File: config.mk
export PLATFORM = sky130hd
export DESIGN_NAME = wb_irq_timer
export DESIGN_NICKNAME = d
export VERILOG_FILES = /design/src/rtl/wb_irq_timer.sv
export SDC_FILE = /design/constraint.sdc
export NUM_CORES = 1
export LEC_CHECK = 0
export CAP_MARGIN = 20
export CORE_MARGIN = 2
export CORE_UTILIZATION = 30
export CTS_BUF_LIST = sky130_fd_sc_hd__clkbuf_16
export DETAILED_ROUTE_END_ITERATION = 16
export GPL_TIMING_DRIVEN = 0
export HOLD_SLACK_MARGIN = 0.03
export PLACE_DENSITY = 0.52
export SYNTH_ARGS = -nofsm -noshare
export SYNTH_HDL_FRONTEND = slang
export SYNTH_SLANG_ARGS = --single-unit
File: constraint.sdc
create_clock -name wb_clk_i -period 3.2 [get_ports wb_clk_i]
set_input_delay 0.32 -clock wb_clk_i [delete_from_list [all_inputs] [get_ports wb_clk_i]]
set_output_delay 0.32 -clock wb_clk_i [all_outputs]
set_load 0.05 [all_outputs]
File: src/rtl/wb_irq_timer.sv
// Wishbone B3 classic slave with a prescaled compare-match timer.
// The timer raises a level interrupt that the CPU sees on its irq vector.
module wb_irq_timer #(
    parameter int PRESC_W = 8,
    parameter int CNT_W   = 32
) (
    input  logic        wb_clk_i,
    input  logic        wb_rstn_i,
    input  logic [3:0]  wb_adr_i,
    input  logic [31:0] wb_dat_i,
    input  logic [3:0]  wb_sel_i,
    input  logic        wb_we_i,
    input  logic        wb_cyc_i,
    input  logic        wb_stb_i,
    output logic [31:0] wb_dat_o,
    output logic        wb_ack_o,
    output logic        wb_err_o,
    output logic        irq_o
);

    logic               ack_q, ack_d;
    logic [31:0]        datOut_q, datOut_d;
    logic [CNT_W-1:0]   count_q, count_d;
    logic [CNT_W-1:0]   compare_q, compare_d;
    logic               enable_q, enable_d;
    logic               periodic_q, periodic_d;
    logic               irqEn_q, irqEn_d;
    logic [PRESC_W-1:0] div_q, div_d;
    logic [PRESC_W-1:0] presc_q, presc_d;
    logic               pend_q, pend_d;

    logic        busReq, busWr;
    logic [1:0]  regSel;
    logic [31:0] ctrlWord, readData, wrWord;
    logic        wrCount, wrCompare, wrCtrl, wrStatus;
    logic        tick, match;
    logic        unusedAdrBits;

    function automatic logic [31:0] mergeBytes(input logic [31:0] oldWord,
                                               input logic [31:0] newWord,
                                               input logic [3:0]  byteSel);
        logic [31:0] merged;
        for (int b = 0; b < 4; b++) begin
            merged[8*b +: 8] = byteSel[b] ? newWord[8*b +: 8] : oldWord[8*b +: 8];
        end
        return merged;
    endfunction

    assign busReq        = wb_cyc_i & wb_stb_i & ~ack_q;
    assign busWr         = busReq & wb_we_i;
    assign regSel        = wb_adr_i[3:2];
    assign unusedAdrBits = &{1'b0, wb_adr_i[1:0]};

    always_comb begin
        ctrlWord                 = '0;
        ctrlWord[0]              = enable_q;
        ctrlWord[1]              = periodic_q;
        ctrlWord[2]              = irqEn_q;
        ctrlWord[8 +: PRESC_W]   = div_q;
    end

    always_comb begin
        readData = '0;
        case (regSel)
            2'd0:    readData = 32'(count_q);
            2'd1:    readData = 32'(compare_q);
            2'd2:    readData = ctrlWord;
            default: readData = {31'b0, pend_q};
        endcase
    end

    // Partial byte writes merge into the register's current contents.
    assign wrWord    = mergeBytes(readData, wb_dat_i, wb_sel_i);
    assign wrCount   = busWr && (regSel == 2'd0);
    assign wrCompare = busWr && (regSel == 2'd1);
    assign wrCtrl    = busWr && (regSel == 2'd2);
    assign wrStatus  = busWr && (regSel == 2'd3);

    assign tick  = enable_q && (presc_q == div_q);
    assign match = (count_q == compare_q);

    always_comb begin
        ack_d      = busReq;
        datOut_d   = busReq ? readData : datOut_q;
        presc_d    = (!enable_q || tick) ? '0 : presc_q + 1'b1;
        count_d    = count_q;
        compare_d  = compare_q;
        enable_d   = enable_q;
        periodic_d = periodic_q;
        irqEn_d    = irqEn_q;
        div_d      = div_q;
        pend_d     = pend_q;

        // A software write to COUNT or CTRL overrides what the tick would do there.
        if (tick && !(wrCount || wrCtrl)) begin
            if (match) begin
                if (periodic_q) begin
                    count_d = '0;
                end else begin
                    enable_d = 1'b0;
                end
            end else begin
                count_d = count_q + 1'b1;
            end
        end

        if (wrCount) begin
            count_d = wrWord[CNT_W-1:0];
        end
        if (wrCompare) begin
            compare_d = wrWord[CNT_W-1:0];
        end
        if (wrCtrl) begin
            enable_d   = wrWord[0];
            periodic_d = wrWord[1];
            irqEn_d    = wrWord[2];
            div_d      = wrWord[8 +: PRESC_W];
        end

        if (wrStatus && wb_sel_i[0] && wb_dat_i[0]) begin
            pend_d = 1'b0;
        end
        if (tick && match) begin
            pend_d = 1'b1;
        end
    end

    always_ff @(posedge wb_clk_i or negedge wb_rstn_i) begin
        if (!wb_rstn_i) begin
            ack_q      <= 1'b0;
            datOut_q   <= '0;
            count_q    <= '0;
            compare_q  <= '0;
            enable_q   <= 1'b0;
            periodic_q <= 1'b0;
            irqEn_q    <= 1'b0;
            div_q      <= '0;
            presc_q    <= '0;
            pend_q     <= 1'b0;
        end else begin
            ack_q      <= ack_d;
            datOut_q   <= datOut_d;
            count_q    <= count_d;
            compare_q  <= compare_d;
            enable_q   <= enable_d;
            periodic_q <= periodic_d;
            irqEn_q    <= irqEn_d;
            div_q      <= div_d;
            presc_q    <= presc_d;
            pend_q     <= pend_d;
        end
    end

    assign wb_ack_o = ack_q;
    assign wb_dat_o = datOut_q;
    assign wb_err_o = 1'b0;
    assign irq_o    = pend_q & irqEn_q;

endmodule

## Word level (Yosys, flattened, before mapping)

Index checks and enable logic that the tools add are counted.

| storage, ports and cells | value |
|---|---|
| input port bits | 45 |
| word-level logic and storage cells | 60 |
| register bits after elaboration | 117 |
| output and inout bits | 35 |

| cells by class | value |
|---|---|
| add/subtract/negate cells | 2 |
| multiplexer cells | 16 |
| reductions and logical operators | 20 |
| bitwise logic cells | 5 |
| equal/unequal tests | 7 |

Operators by type and width:

| cell | count |
|---|---|
| 2-to-1 mux 32 bit | 4 |
| one-hot mux 32 bit (3 select lines) | 1 |
| 2-to-1 mux 8 bit | 5 |
| adder 32 x 1 -> 32 bit (second input constant) | 1 |
| == test 32 bit | 1 |
| logical AND 1 bit | 9 |
| adder 8 x 1 -> 8 bit (second input constant) | 1 |
| == test 8 bit | 1 |
| nonzero test 2 bit | 4 |
| 2-to-1 mux 1 bit | 6 |
| AND 1 bit | 4 |
| == test 2 bit (second input constant) | 2 |
| != test 3 bit (second input constant) | 1 |
| AND reduction 3 bit | 1 |
| == test 2 x 1 -> 1 bit (second input constant) | 1 |
| logical NOT 1 bit | 2 |
| logical NOT 2 bit | 1 |
| logical OR 1 bit | 2 |
| != test 2 x 1 -> 1 bit (second input constant) | 1 |
| AND reduction 2 bit | 1 |
| inverter 1 bit | 1 |

## Logic depth before layout (Yosys ltp)

Gate-level depths: netlist of run 1.

| logic depth | value |
|---|---|
| word-level depth | 9 |
| gate-level depth with buffers | 9 |
| mapped depth without buffers | 7 |

## Least setup slack after synthesis of run 1

Ideal clock, no wire load.

| path | value |
|---|---|
| path type | reg-to-reg |
| from | register ack_q (netlist: wb_ack_o) |
| to | register count_q[7] |
| buffers on the path | 1 |
| setup slack | 983 ps |
| data arrival time | 2093 ps |
| setup time | 124 ps |
| period minus slack after synthesis | 2217 ps |
| data required time | 3076 ps |
| cell stages (with the launch flop) | 8 |
| cells stage by stage | dfrtp_1 -> nand3b_1 -> inv_2 -> nand3b_1 -> nand4_1 -> clkbuf_1 -> o31a_1 -> a211o_1 |

| on the way | value |
|---|---|
| longest elaborated chain between the ends | 9 |
| elaborated cells on any way between the ends | 12 |
| classes of those cells | eq/ne (1); mux (1); bitwise (3); reduce/logical (7) |

RTL lines:

| item | RTL line | source |
|---|---|---|
| start, declared | 21 | `logic ack_q, ack_d;` |
| start signal, assigned | 141 | `ack_q <= ack_d;` |
| inverter 1 bit * | 49 | `assign busReq = wb_cyc_i & wb_stb_i & ~ack_q;` |
| AND 1 bit * | 49 |  |
| AND 1 bit * | 50 | `assign busWr = busReq & wb_we_i;` |
| logical AND 1 bit, on equally long branches | 74, 76 |  |
| logical OR 1 bit | 95 | `if (tick && !(wrCount \|\| wrCtrl)) begin` |
| logical NOT 1 bit | 95 |  |
| logical AND 1 bit | 95 |  |
| nonzero test 2 bit (no source line) | n/a |  |
| AND reduction 2 bit (no source line) | n/a |  |
| end signal, assigned | 143 | `count_q <= count_d;` |
| end, declared | 23 | `logic [CNT_W-1:0] count_q, count_d;` |

Mark *: on every way between the ends. The rest lies on a longest branch, timed or not.
A chain may end at the register's enable or synchronous reset.

## Worst setup path in the final report of run 1

| path | value |
|---|---|
| from | register ack_q (netlist: wb_ack_o) |
| to | register count_q[10] |

The elaborated chain is that of the path after synthesis.

==> results of run 1 <==
[synthesized netlist by cell type, drive strengths merged (17+ instances only)]
master and count:
nand4 17, nand3 26, xor2 37, a21oi 26, buf 27, nor2 38
dfrtp 117, nor4 18, or2 21, o21ai 79, clkbuf 32, mux2i 37
nand2 144
[cell families after synthesis]
kind of cell | Yosys count | synth area share (%)
compound gates | 172 | 15.62
xor+xnor | 46 | 5.904
fa+ha+maj | 2 | 0.3666
buf+inv | 64 | 5.097
flops | 117 | 42.90
mux | 52 | 8.068
other cells | 1 | 0.05495
simple gates | 308 | 21.98
[worst min-delay path by stage]
stage / start / end
2_1_floorplan: wb_rstn_i / compare_q[0]
3_3_place_gp: wb_dat_o[17] / wb_dat_o[17]
3_5_place_dp: wb_rstn_i / wb_dat_o[10]
4_1_cts: wb_sel_i[3] / compare_q[26]
5_1_grt: wb_rstn_i / presc_q[4]
6_report: wb_rstn_i / presc_q[4]
[where the power goes]
part | internal [mW] | switching (mW) | total (mW)
logic | 0.511 | 0.831 | 1.34
clock network | 1.10 | 0.675 | 1.78
registers | 1.72 | 0.235 | 1.95
[sequential cells by signal, indices dropped and copies added, names as in the netlist]
name        count
compare_q      32
count_q        32
div_q           8
enable_q        1
irqEn_q         1
pend_q          1
periodic_q      1
presc_q         8
wb_ack_o        1
wb_dat_o       32
[critical path, delay by kind of cell (launching register included)]
family | cells | cell delay [ns]
AO/OA/AOI/OAI | 3 | 0.59
buffers and inverters | 2 | 0.67
AND/OR/NAND/NOR | 3 | 1.14
flip-flops | 1 | 0.37
[through the flow]
stage / setup TNS (ns) / power [mW]
global placement: -381.09 / 3.300
floorplan: 0 / 2.795
global route: 0 / 5.328
CTS: 0 / 5.112
finish: 0 / 5.072
detailed placement: -0.3393 / 3.311
[what timing repair did]
| item | CTS | global route |
|---|---|---|
| hold buffers | 1 | 0 |
| endpoints found under the hold margin | 46 | 0 |
| endpoints found under the setup margin | 0 | 2 |
| gates resized for setup | 0 | 2 |
[layout make-up]
cell class / instances / area (um^2) / area share [%]
multi-input combinational: 581 / 3548 / 41.86
sequential: 117 / 2928 / 34.54
timing repair buffer: 75 / 769.5 / 9.077
clock buffer: 17 / 425.4 / 5.018
tap: 285 / 356.6 / 4.207
buffer: 60 / 334.1 / 3.941
clock inverter: 12 / 100.1 / 1.181
inverter: 4 / 15.01 / 0.1771
[metal layers]
| metal | GRT usage, % | vias up | routed length (um) |
|---|---|---|---|
| met2 | 29.44 | 189 | 9987 |
| met5 | 0 | - | 0 |
| met1 | 26.58 | 2917 | 10550 |
| met4 | 8.642 | 0 | 766 |
| met3 | 4.651 | 46 | 1259 |
| li1 | - | 2888 | - |
==> impl_results.md, run 1 <==
* Initial antenna violation count at 0
* I/O pin total at 80
* Worst-path maximum fanout at 10
* PD cells at 598.3 nW/um^2
* Fin util at 37.67%
* Clock Latency Late Sink at approximately 0.43 ns
* FF-to-FF Start: wb_ack_o
* CTS max path bufs at 2
* Crit path launch: wb_ack_o
* #FFs+latches synth at 117
* Final setup skew at approximately 0.0069 ns
* Status: completed
* Number of global-route vias before repair at 6030
* Leakage power at ~3.6 nW
* Cells after Synth at 762
* RR Endpoint: count_q[10]
* Synth area leaders: dfrtp_1 43%, nand2_1 7.9%, mux2i_1 5.4%
* Num rows at 55
* Detailed Routing Iterations Pass 1 at 6
* Critical Path Most Common Cell: nand3b_1
* Routed len/inst at 19.60 um
* Clock transition at path regs at 0.05 ns
* Worst Hold Slack at about 0.40 ns
* Port buffer count at 73
* Commonest non-fill, non-tap cell in the layout: nand2_1
* Sequential element share of the synthesized area at 42.90%
* Die ar. at around 24000 um^2
* Crit-path slowest cell: nand3b_1
* Max Cap Viol at 0
* EDFF count, synth at 0
* Final worst-path cycle share at 91.96%
* Total track usage at between 10% and 20%
* Antenna-violating nets left at 0
* Smallest setup slack after layout at 0.2572 ns
* Commonest cells after routing, fill and taps aside: 144 x nand2_1, 117 x dfrtp_1, 72 x clkdlybuf4s50_1
* Post-Route WL at 22560 um
* Final cell count without fillers at between 1000 and 1500
* Cell taking the most area after synthesis: dfrtp_1
* Dpl ws at -0.2196 ns
* First-pass GRT wire length at between 30000 and 40000 um
* Overflow after GRT at 0
* Flop2flop setup slack at 0.26 ns
* Crit path cell chain: nand3b_1 -> inv_2 -> nand3b_1 -> nand4_1 -> clkbuf_2 -> o21ai_0 -> a221oi_1 -> a21oi_1
* Gpl congestion at approximately 0.93
* Data arrival, critical path at around 3.2 ns
* RSZ-0062 raised after global routing: no
* Setup violations, final at 0
* Clock Tree Root: clkbuf_16
* Core box area at between 20000 and 25000 um^2
* CTS tree: built
* TritonCTS buffer count at 17
* Worst ir drop on vdd at about 0.34 mV
* Initial drt markers at 473
* Cell total after placement at approximately 1100
* Residual DRC count at 0
* Final hold vios at 0
* Die X at 154.8 um
* Layout fillers at 2340
* Final Max Tran Viols at 0
* Avg Synthesized Cell Area at 8.955 um^2
* Critical Path Source Type: flip-flop
* Area after DPL at 7940 um^2
* H-tree lvl count at 4
* Total number of vias at 6040
* Slew @ Worst Pin at 0.8734 ns
* Kind of path behind the tightest hold check: in2async
* Initial cell density of the core at between 30% and 40%
* Layout Nets at 903
* CP endpoint kind: flip-flop
* Layout cells sized above 1 at 11.09%
* Async SR Flop Fraction at between 90% and 100%
* N_diodes at 0
* Worst setup path category: reg2reg
* Postcts setup bufs at 0
* Max_slew headroom at 41.29%
* Post-route cell area at roughly 8500 um^2
* Syn_nets at 809
* Post-layout min period at just under 3 ns
* Synth Cell Area at 6824 um^2
* Worst setup path end: count_q[10]
* Area grow syn2layout at 24.22%
* Peak Freq at 339.8 MHz
* Slowest stage delay, CP at 0.60 ns
* Yosys warns at 0
* Ys flop type: dfrtp_1
* Via-per-instance ratio at 5.248
* Total clock sinks at ~120
* CP Data Required Time at approximately 3.5 ns
* Synth top area share at a little over two fifths
* Synth unique cells at 66
* Largest net degree at the start of global routing at 72
* Die Height at about 150 um
* Dpl hpwl at 16320 um
* Worst reg-to-reg path cell count at 8
Note: power is estimated with default switching activity, not from simulation.
==> run 2, diff against run 1 <==
- TNS_END_PERCENT: default -> 30
==> results of run 2 <==
Final layout, timing and power as in run 1 (identical DEF).
==> run 3, diff against run 2 <==
- SLEW_MARGIN: default -> 20
==> run 3 against run 2 <==
Clock skew hardly changed. Worst setup slack worse by 0.026 ns. Wire length about the same. Largest cell class unchanged. Critical path depth unchanged. Sequential power barely moved. Utilization hardly changed. Clock power about the same. Flip-flop and latch count unchanged. Total power hardly changed. Sequential share of layout area about the same. Register-to-register slack worse by 0.03 ns. Critical endpoint unchanged. Combinational power hardly changed.
==> impl_results.md, run 3 (synthesized netlist as in run 1, its figures left out) <==
* Status: completed (unchanged)
* Dpl ws at -0.2196 ns (unchanged)
* Setup violations, final at 0 (unchanged)
* Number of global-route vias before repair at 6025 (was 6030)
* Leakage power at 3.651 nW (was 3.649 nW)
* Die X at 154.8 um (unchanged)
* Commonest non-fill, non-tap cell in the layout: nand2_1 (unchanged)
* Port buffer count at 73 (unchanged)
* Initial cell density of the core at 30.33% (unchanged)
* Total number of vias at 6031 (was 6040)
* Layout Nets at 903 (unchanged)
* Layout fillers at 2341 (was 2340)
* Crit path cell chain: nand3b_1 -> inv_2 -> nand3b_1 -> nand4_1 -> clkbuf_2 -> o21ai_0 -> a221oi_1 -> a21oi_1 (unchanged)
* Clock Latency Late Sink at 0.43 ns (about the same)
* Max_slew headroom at 41.61% (was 41.29%)
* Antenna-violating nets left at 0 (unchanged)
* Design Power at 5.077 mW (was 5.072 mW)
* Worst ir drop on vdd at 0.3400 mV (was 0.3379 mV)
* Die Height at 154.8 um (unchanged)
* Worst-path maximum fanout at 10 (unchanged)
* Dpl hpwl at 16320 um (about the same)
* CP Data Required Time at 3.47 ns (about the same)
* RR Endpoint: count_q[10] (unchanged)
* PD cells at 598.6 nW/um^2 (was 598.3 nW/um^2)
* RSZ-0062 raised after global routing: no (unchanged)
* FF-to-FF Start: wb_ack_o (unchanged)
* Crit-path slowest cell: nand3b_1 (unchanged)
* Total clock sinks at 117 (unchanged)
* Post-layout min period at 2.969 ns (was 2.943 ns)
* Multi-input gate area at 3548 um^2 (unchanged)
* Detailed Routing Iterations Pass 1 at 6 (unchanged)
* Commonest cells after routing, fill and taps aside: 144 x nand2_1, 117 x dfrtp_1, 72 x clkdlybuf4s50_1 (unchanged)
* Number of buffers and inverters on the critical path at 2 (unchanged)
* CP endpoint kind: flip-flop (unchanged)
* Via-per-instance ratio at 5.240 (was 5.248)
* Clock Tree Root: clkbuf_16 (unchanged)
* Data arrival, critical path at 3.24 ns (was 3.22 ns)
* Worst setup path category: reg2reg (unchanged)
* Total track usage at 19.49% (about the same)
* Fin util at 37.69% (was 37.67%)
* Core box area at 22500 um^2 (unchanged)
* Area grow syn2layout at 24.28% (was 24.22%)
* H-tree lvl count at 4 (unchanged)
* Final hold vios at 0 (unchanged)
* Smallest setup slack after layout at 0.2315 ns (was 0.2572 ns)
* Overflow after GRT at 0 (unchanged)
* CTS tree: built (unchanged)
* Flop2flop setup slack at 0.23 ns (was 0.26 ns)
* Final setup skew at 0.006924 ns (was 0.006933 ns)
* Clock transition at path regs at 0.05 ns (about the same)
* N_diodes at 0 (unchanged)
* Max Cap Viol at 0 (unchanged)
* TritonCTS buffer count at 17 (unchanged)
* Largest net degree at the start of global routing at 72 (unchanged)
* Die ar. at 23970 um^2 (unchanged)
* Kind of path behind the tightest hold check: in2async (unchanged)
* Worst reg-to-reg path cell count at 8 (unchanged)
* Area after DPL at 7944 um^2 (was 7940 um^2)
* Critical Path Source Type: flip-flop (unchanged)
* Slew @ Worst Pin at 0.8686 ns (was 0.8734 ns)
* Storage cell area at 2928 um^2 (unchanged)
* Routed len/inst at 19.61 um (was 19.60 um)
* CP top delay family: simple AND/OR/NAND/NOR gates (unchanged)
* First-pass GRT wire length at 35270 um (was 35280 um)
* I/O pin total at 80 (unchanged)
* Layout cells sized above 1 at 11.09% (unchanged)
* Num rows at 55 (unchanged)
* Critical Path Most Common Cell: nand3b_1 (unchanged)
* CTS max path bufs at 2 (unchanged)
* Post-Route WL at 22570 um (was 22560 um)
* Gpl congestion at 0.9276 (unchanged)
* Slowest stage delay, CP at 0.61 ns (was 0.60 ns)
* Final Max Tran Viols at 0 (unchanged)
* Fin Setup TNS at 0 ns (unchanged)
* Post-route cell area at 8481 um^2 (was 8477 um^2)
* Initial drt markers at 434 (was 473)
* Initial antenna violation count at 0 (unchanged)
* Peak Freq at 336.9 MHz (was 339.8 MHz)
* Final worst-path cycle share at 92.77% (was 91.96%)
* Residual DRC count at 0 (unchanged)
run 3: cell count changes in the layout (fill, tap and decap cells not counted):
cell / delta
buf_6: -1
buf_8: +1
run 3: final cells by class:
class	instances	share of cell area, %
Buffer	60	3.939
Multi-Input combinational cell	581	41.84
Timing Repair Buffer	75	9.118
Inverter	4	0.1770
Clock buffer	17	5.016
Tap cell	285	4.205
Sequential cell	117	34.52
Clock inverter	12	1.180
run 3: worst max path at each step:
stage,end,start,cells past startpoint
floorplan,count_q[7],wb_ack_o,7
global placement,wb_dat_o[16],wb_rstn_i,1
detailed placement,count_q[10],wb_cyc_i,9
CTS,count_q[10],wb_ack_o,8
global route,count_q[10],wb_ack_o,8
finish,count_q[10],wb_ack_o,8
run 3: per-layer routing:
metal,vias to the layer above,part of all wire [%],global-route usage (%)
li1,2886,-,-
met1,2906,47,26.58
met2,189,44,29.42
met3,50,5.2,4.651
met4,0,3.4,8.642
met5,-,0,0
run 3: stage by stage:
step / hold WS [ns] / cells
floorplan: 0.02441 / 762
global placement: 0.4624 / 1120
detailed placement: 0.2588 / 1121
CTS: 0.3945 / 1151
global route: 0.4135 / 1151
finish: 0.3882 / 1151
run 3: power breakdown:
| group | internal, mW | switching, mW |
|---|---|---|
| combinational | 0.512 | 0.832 |
| clock | 1.10 | 0.678 |
| sequential | 1.72 | 0.236 |
run 3: what timing repair did:
item | 4_1_cts | 5_1_grt
hold buffers | 1 | 0
hold endpoints to repair | 46 | 0
resized for setup | 0 | 2
buffers inserted | 0 | 0
endpoints found under the setup margin | 0 | 2
